===== src/rtl/cline_mem_burst_adapter.sv =====
// cline_mem_burst_adapter
// Bridges whole-cache-line transactions from the eviction/write-back controller
// onto a narrow physical-memory bus. Writes are split into BEATS beats; read
// beats are assembled into one line and returned with a single mem_resp pulse.
module cline_mem_burst_adapter #(
    parameter int LINE_W = 256,
    parameter int BEAT_W = 64,
    parameter int ADDR_W = 32
) (
    input  logic              clk,
    input  logic              rst,
    input  logic              mem_action_stb,
    input  logic              mem_action_cyc,
    input  logic              mem_write,
    input  logic [ADDR_W-1:0] mem_address,
    input  logic [LINE_W-1:0] mem_wdata,
    output logic [LINE_W-1:0] mem_rdata,
    output logic              mem_resp,
    output logic              mem_retry,
    output logic              pmem_stb,
    output logic              pmem_cyc,
    output logic              pmem_we,
    output logic [ADDR_W-1:0] pmem_address,
    output logic [BEAT_W-1:0] pmem_wdata,
    input  logic [BEAT_W-1:0] pmem_rdata,
    input  logic              pmem_ack,
    input  logic              pmem_retry
);
    localparam int BEATS = LINE_W / BEAT_W;
    localparam int CNT_W = (BEATS > 1) ? $clog2(BEATS) : 1;
    localparam int BOFF  = $clog2(BEAT_W / 8);
    localparam logic [CNT_W-1:0]  LAST     = CNT_W'(BEATS - 1);
    localparam logic [ADDR_W-1:0] OFF_MASK = ADDR_W'(LINE_W / 8 - 1);

    typedef enum logic [1:0] {IDLE, WR_BURST, RD_BURST, RESP} state_t;

    state_t            state;
    logic [CNT_W-1:0]  beat_cnt;
    logic [ADDR_W-1:0] line_addr;
    logic [LINE_W-1:0] line_buf;
    logic [LINE_W-1:0] fill_next;
    logic              in_burst;

    assign in_burst = (state == WR_BURST) || (state == RD_BURST);

    // Line buffer with the current read beat merged in; used both to keep
    // collecting beats and to publish the finished line on the last ack.
    always_comb begin
        fill_next = line_buf;
        fill_next[int'(beat_cnt)*BEAT_W +: BEAT_W] = pmem_rdata;
    end

    // Bus-side outputs decode only from internal state, so nothing on the cache
    // side can ripple combinationally into the memory bus. Forced to zero
    // outside a burst so the bus is quiet while idle and during reset.
    assign pmem_stb     = in_burst;
    assign pmem_cyc     = in_burst;
    assign pmem_we      = (state == WR_BURST);
    assign pmem_address = in_burst ? (line_addr + (ADDR_W'(beat_cnt) << BOFF)) : '0;
    assign pmem_wdata   = in_burst ? line_buf[int'(beat_cnt)*BEAT_W +: BEAT_W] : '0;

    // Retry is only meaningful while a beat is outstanding; a simultaneous ack
    // wins, so the retry is hidden in that case.
    assign mem_retry = in_burst && pmem_retry && !pmem_ack;

    // A cache that dropped cyc mid-burst no longer wants the answer.
    assign mem_resp = (state == RESP) && mem_action_cyc;

    // Transaction FSM: accept a line, walk the beats, one response cycle.
    always_ff @(posedge clk or posedge rst) begin
        if (rst) begin
            state     <= IDLE;
            beat_cnt  <= '0;
            line_addr <= '0;
            line_buf  <= '0;
            mem_rdata <= '0;
        end else begin
            case (state)
                IDLE: begin
                    if (mem_action_stb && mem_action_cyc) begin
                        line_addr <= mem_address & ~OFF_MASK;
                        line_buf  <= mem_wdata;
                        beat_cnt  <= '0;
                        state     <= mem_write ? WR_BURST : RD_BURST;
                    end
                end
                WR_BURST, RD_BURST: begin
                    // Retry or wait state: hold everything so the beat is reissued.
                    if (pmem_ack) begin
                        if (state == RD_BURST) line_buf <= fill_next;
                        if (beat_cnt == LAST) begin
                            beat_cnt <= '0;
                            state    <= RESP;
                            if (state == RD_BURST) mem_rdata <= fill_next;
                        end else begin
                            beat_cnt <= beat_cnt + 1'b1;
                        end
                    end
                end
                RESP:    state <= IDLE;
                default: state <= IDLE;
            endcase
        end
    end
endmodule


===== config.mk =====
export PLATFORM = sky130hd
export DESIGN_NAME = cline_mem_burst_adapter
export DESIGN_NICKNAME = d
export VERILOG_FILES = /design/src/rtl/cline_mem_burst_adapter.sv
export SDC_FILE = /design/constraint.sdc
export NUM_CORES = 2
export LEC_CHECK = 0
export ABC_AREA = 1
export ABC_CLOCK_PERIOD_IN_PS = 30400
export CELL_PAD_IN_SITES_DETAIL_PLACEMENT = 0
export CELL_PAD_IN_SITES_GLOBAL_PLACEMENT = 2
export CORE_AREA = 3 3 316 318
export DETAILED_ROUTE_END_ITERATION = 10
export DIE_AREA = 0 0 319 321
export PLACE_DENSITY_LB_ADDON = 0.1
export RECOVER_POWER = 100
export SYNTH_ARGS = -nofsm -noshare
export SYNTH_HDL_FRONTEND = slang
export SYNTH_SLANG_ARGS = --single-unit

===== constraint.sdc =====
create_clock -name clk -period 30.4 [get_ports clk]
set_clock_uncertainty 0.1 [all_clocks]
set_input_delay 6.08 -clock clk [delete_from_list [all_inputs] [get_ports clk]]
set_output_delay 6.08 -clock clk [all_outputs]
set_load 0.05 [all_outputs]

==> metrics.md <==
| Metric | Value |
|---|---|
| Vias in the first global route | `28.9k` |
| Vias per cell | `5.12` |
| Seq cells post-synth | `543` |
| Max Cap Violations | `19` |
| DIE AREA | `0.102 sq mm` |
| Setup crit end kind | `asynchronous set/reset pin` |
| Critical path class | `in -> async` |
| Synthesis-to-finish area growth | `34.0%` |
| Async set or reset register ratio after synthesis | `100%` |
| DP Wirelength | `106,000 microns` |
| Placer Congestion | `0.875` |
| Hold Vio Cnt, Final | `0` |
| Initial DRC Count | `2,757` |
| Synth top area share | `46.7%` |
| Slew headroom | `-488%` |
| Routed wire length | `154,000 microns` |
| Worst R2R End | `mem_rdata[199]` |
| Clock Tree Buf Depth | `3` |
| Worst path max stage delay | `6.01 ns` |
| Worst skew pair latency | `0.62 ns` |
| Num CTS Buffers | `70` |
| CP most frequent cell | `clkbuf_1` |
| Largest net degree at the start of global routing | `193` |
| Filler Cell Count | `10.4k` |
| PortBufs | `707` |
| Fin cells | `5,934` |
| # DRC | `0` |
| Cell count along the critical path | `4` |
| Pre-antenna DRT Iters | `6` |
| Required time worst endpoint | `28.90 ns` |
| Initial Util | `30.0%` |
| Commonest cells in the synthesized netlist | `1,200 x nand2_1, 906 x nor2_1, 543 x dfrtp_1` |
| CP startpoint kind | `input port` |
| RSZ-0062 raised after global routing | `no` |
| Nets | `4,949` |
| Count of cell types in the netlist | `27` |
| Mapped Cells | `4,057` |
| Worst path arrival time | `17.10 ns` |
| Post-CTS Setup Bufs | `0` |
| Layout cells sized above 1 | `5.38%` |
| Placed insts | `5,784` |
| EDFF count, synth | `0` |
| Post-CTS sizing | `0` |
| Worst-path clk slew | `0.06 ns` |
| Cell taking the most area after synthesis | `dfrtp_1` |
| Routed wire length per instance | `25.9 microns` |
| Top Ports | `716` |
| Vias | `30.4k` |
| CTS Sinks | `543` |
| Final period utilization | `61.2%` |
| Max Clock Freq | `53.8 MHz` |
| Post-synthesis sequential area ratio | `46.7%` |
| First-pass GRT wire length | `217,000 microns` |
| Bufs and invs on worst path | `4` |
| Failing checks | `capacitance limit, slew limit` |
| Die extent in x | `319 microns` |
| Post-route setup TNS | `0 ns` |
| Actual slew at the worst max-slew pin | `8.82 ns` |
| Antenna violations before repair | `38` |
| CTS Hold Bufs | `0` |
| Final Setup Violations | `0` |
| CP startpoint | `rst` |
| Reg2Reg Setup Slack | `17.64 ns` |
| Row Count | `114` |
| Worst Hold Class | `reg -> reg` |
| Minimum clock period | `18.60 ns` |
| Crit path capture | `line_buf[209]` |
| Total Routing Usage GR | `29.1%` |
| Synth warn | `0` |
| Dominant synthesized flop cell | `dfrtp_1` |
| Synth top area cells | `dfrtp_1 47%, nand2_1 15%, nor2_1 12%, nand3_1 6.1%, a31oi_1 5.5%` |
| Critical path fanouts, max | `144` |
| Worst Reg2Reg Path Length in Cells | `6` |
| Slowest CP cell | `clkbuf_1` |
| Mapped cell area | `0.0291 sq mm` |
| Root Driver | `clkbuf_16` |
| CP cell instances | `dlygate4sd3_1 -> clkinvlp_2 -> clkbuf_1 -> clkbuf_1` |
| Max Slew Vio Count | `1,787` |
| Core Box Area | `0.0969 sq mm` |
| Run status | `finished with violations` |
| H-Tree Level Count | `3` |
| TritonCTS clock tree | `done` |
| Syn avg cell area | `7.17 sq um` |
| Height of the die | `321 microns` |
| Most common cell in the synthesized netlist | `nand2_1` |
| Minimum hold slack | `0.401 ns` |
| Grt total ovfl | `0` |
| FF-to-FF Start | `beat_cnt[1]` |
| Post-route ant nets | `0` |
| Critical path's top delay family | `buffers and inverters` |
-- worst reg2reg max path: stages (launching register included) --
cell and delay (ns):
dfrtp_4 0.40, buf_4 0.82, ha_1 0.38, nand4_1 0.10, clkinvlp_2 3.38, clkbuf_1 6.51
a31oi_1 0.64
-- flip-flops by register name, summed over array words and instances, names as in the netlist --
signal and count:
line_buf 256, mem_rdata 256, beat_cnt 2, state 2, line_addr 27
-- cells in the final DEF, fill, tap and decap left out, types with 25 or more instances in the layout --
| cell | count |
|---|---|
| dlygate4sd3_1 | 354 |
| inv_1 | 101 |
| diode_2 | 28 |
| nand4_1 | 64 |
| o21ai_0 | 131 |
| nor2_1 | 904 |
| a31oi_1 | 256 |
| dfrtp_1 | 541 |
| nand2_1 | 1200 |
| clkdlybuf4s50_1 | 353 |
| or2_2 | 76 |
| a21oi_1 | 66 |
| buf_4 | 25 |
| clkbuf_1 | 40 |
| mux2_2 | 27 |
| nand3_1 | 357 |
| clkbuf_16 | 73 |
-- kinds of logic (layout without fill, tap and decap cells) --
family / Yosys count / count (layout) / synth area share [%]
DFF: 543 / 543 / 46.7
muxes: 27 / 27 / 1.05
adders and majority gates: 10 / 10 / 0.430
buffers and inverters: 411 / 982 / 6.31
and+or+nand+nor: 2612 / 2612 / 36.6
other: 1 / 31 / 0.0129
AOI/OAI and AO/OA: 453 / 453 / 8.89
-- metrics by stage --
step / instance area (sq um) / setup WS (ns) / utilization, %
after floorplan: 29100 / 9.04 / -
after global placement: 36800 / 16.59 / 38.0
after detailed placement: 36800 / 16.57 / 38.0
after CTS: 39000 / 16.56 / 40.3
after global routing: 39000 / 9.45 / 40.2
final: 39000 / 11.80 / 40.2
-- metal layers --
metal	track usage, %	vias up	wire length (microns)
li1	-	14300	-
met1	43.1	14800	72100
met2	39.6	1147	62500
met3	9.23	173	14700
met4	9.60	4	4290
met5	0	-	27
-- worst min-delay path by stage --
| stage | to | cells after the start | slack (ns) | start |
|---|---|---|---|---|
| after global routing | line_addr[16] | 1 | 0.41 | line_addr[16] |
| after global placement | line_buf[221] | 2 | 0.38 | line_buf[221] |
| after detailed placement | line_buf[127] | 2 | 0.39 | line_buf[127] |
| after CTS | line_buf[127] | 2 | 0.40 | line_buf[127] |
| after floorplan | line_buf[64] | 2 | 0.37 | line_buf[64] |
| final | line_addr[15] | 1 | 0.40 | line_addr[15] |
-- cell type report --
type                       instances  area (sq um)  share of cell area (%)
tap                             1276          1600                    4.10
clock buffer                     112          2120                    5.45
antenna                           28          70.1                   0.180
timing repair buffer             750          7360                    18.9
sequential                       543         13600                    34.9
inverter                         110           419                    1.08
multi-input combinational       3105         13700                    35.2
clock inverter                    10          80.1                   0.205
Power is left out: the tool's default activity adds up to more than one toggle a clock period on the data nets, which glitch-free logic cannot reach.
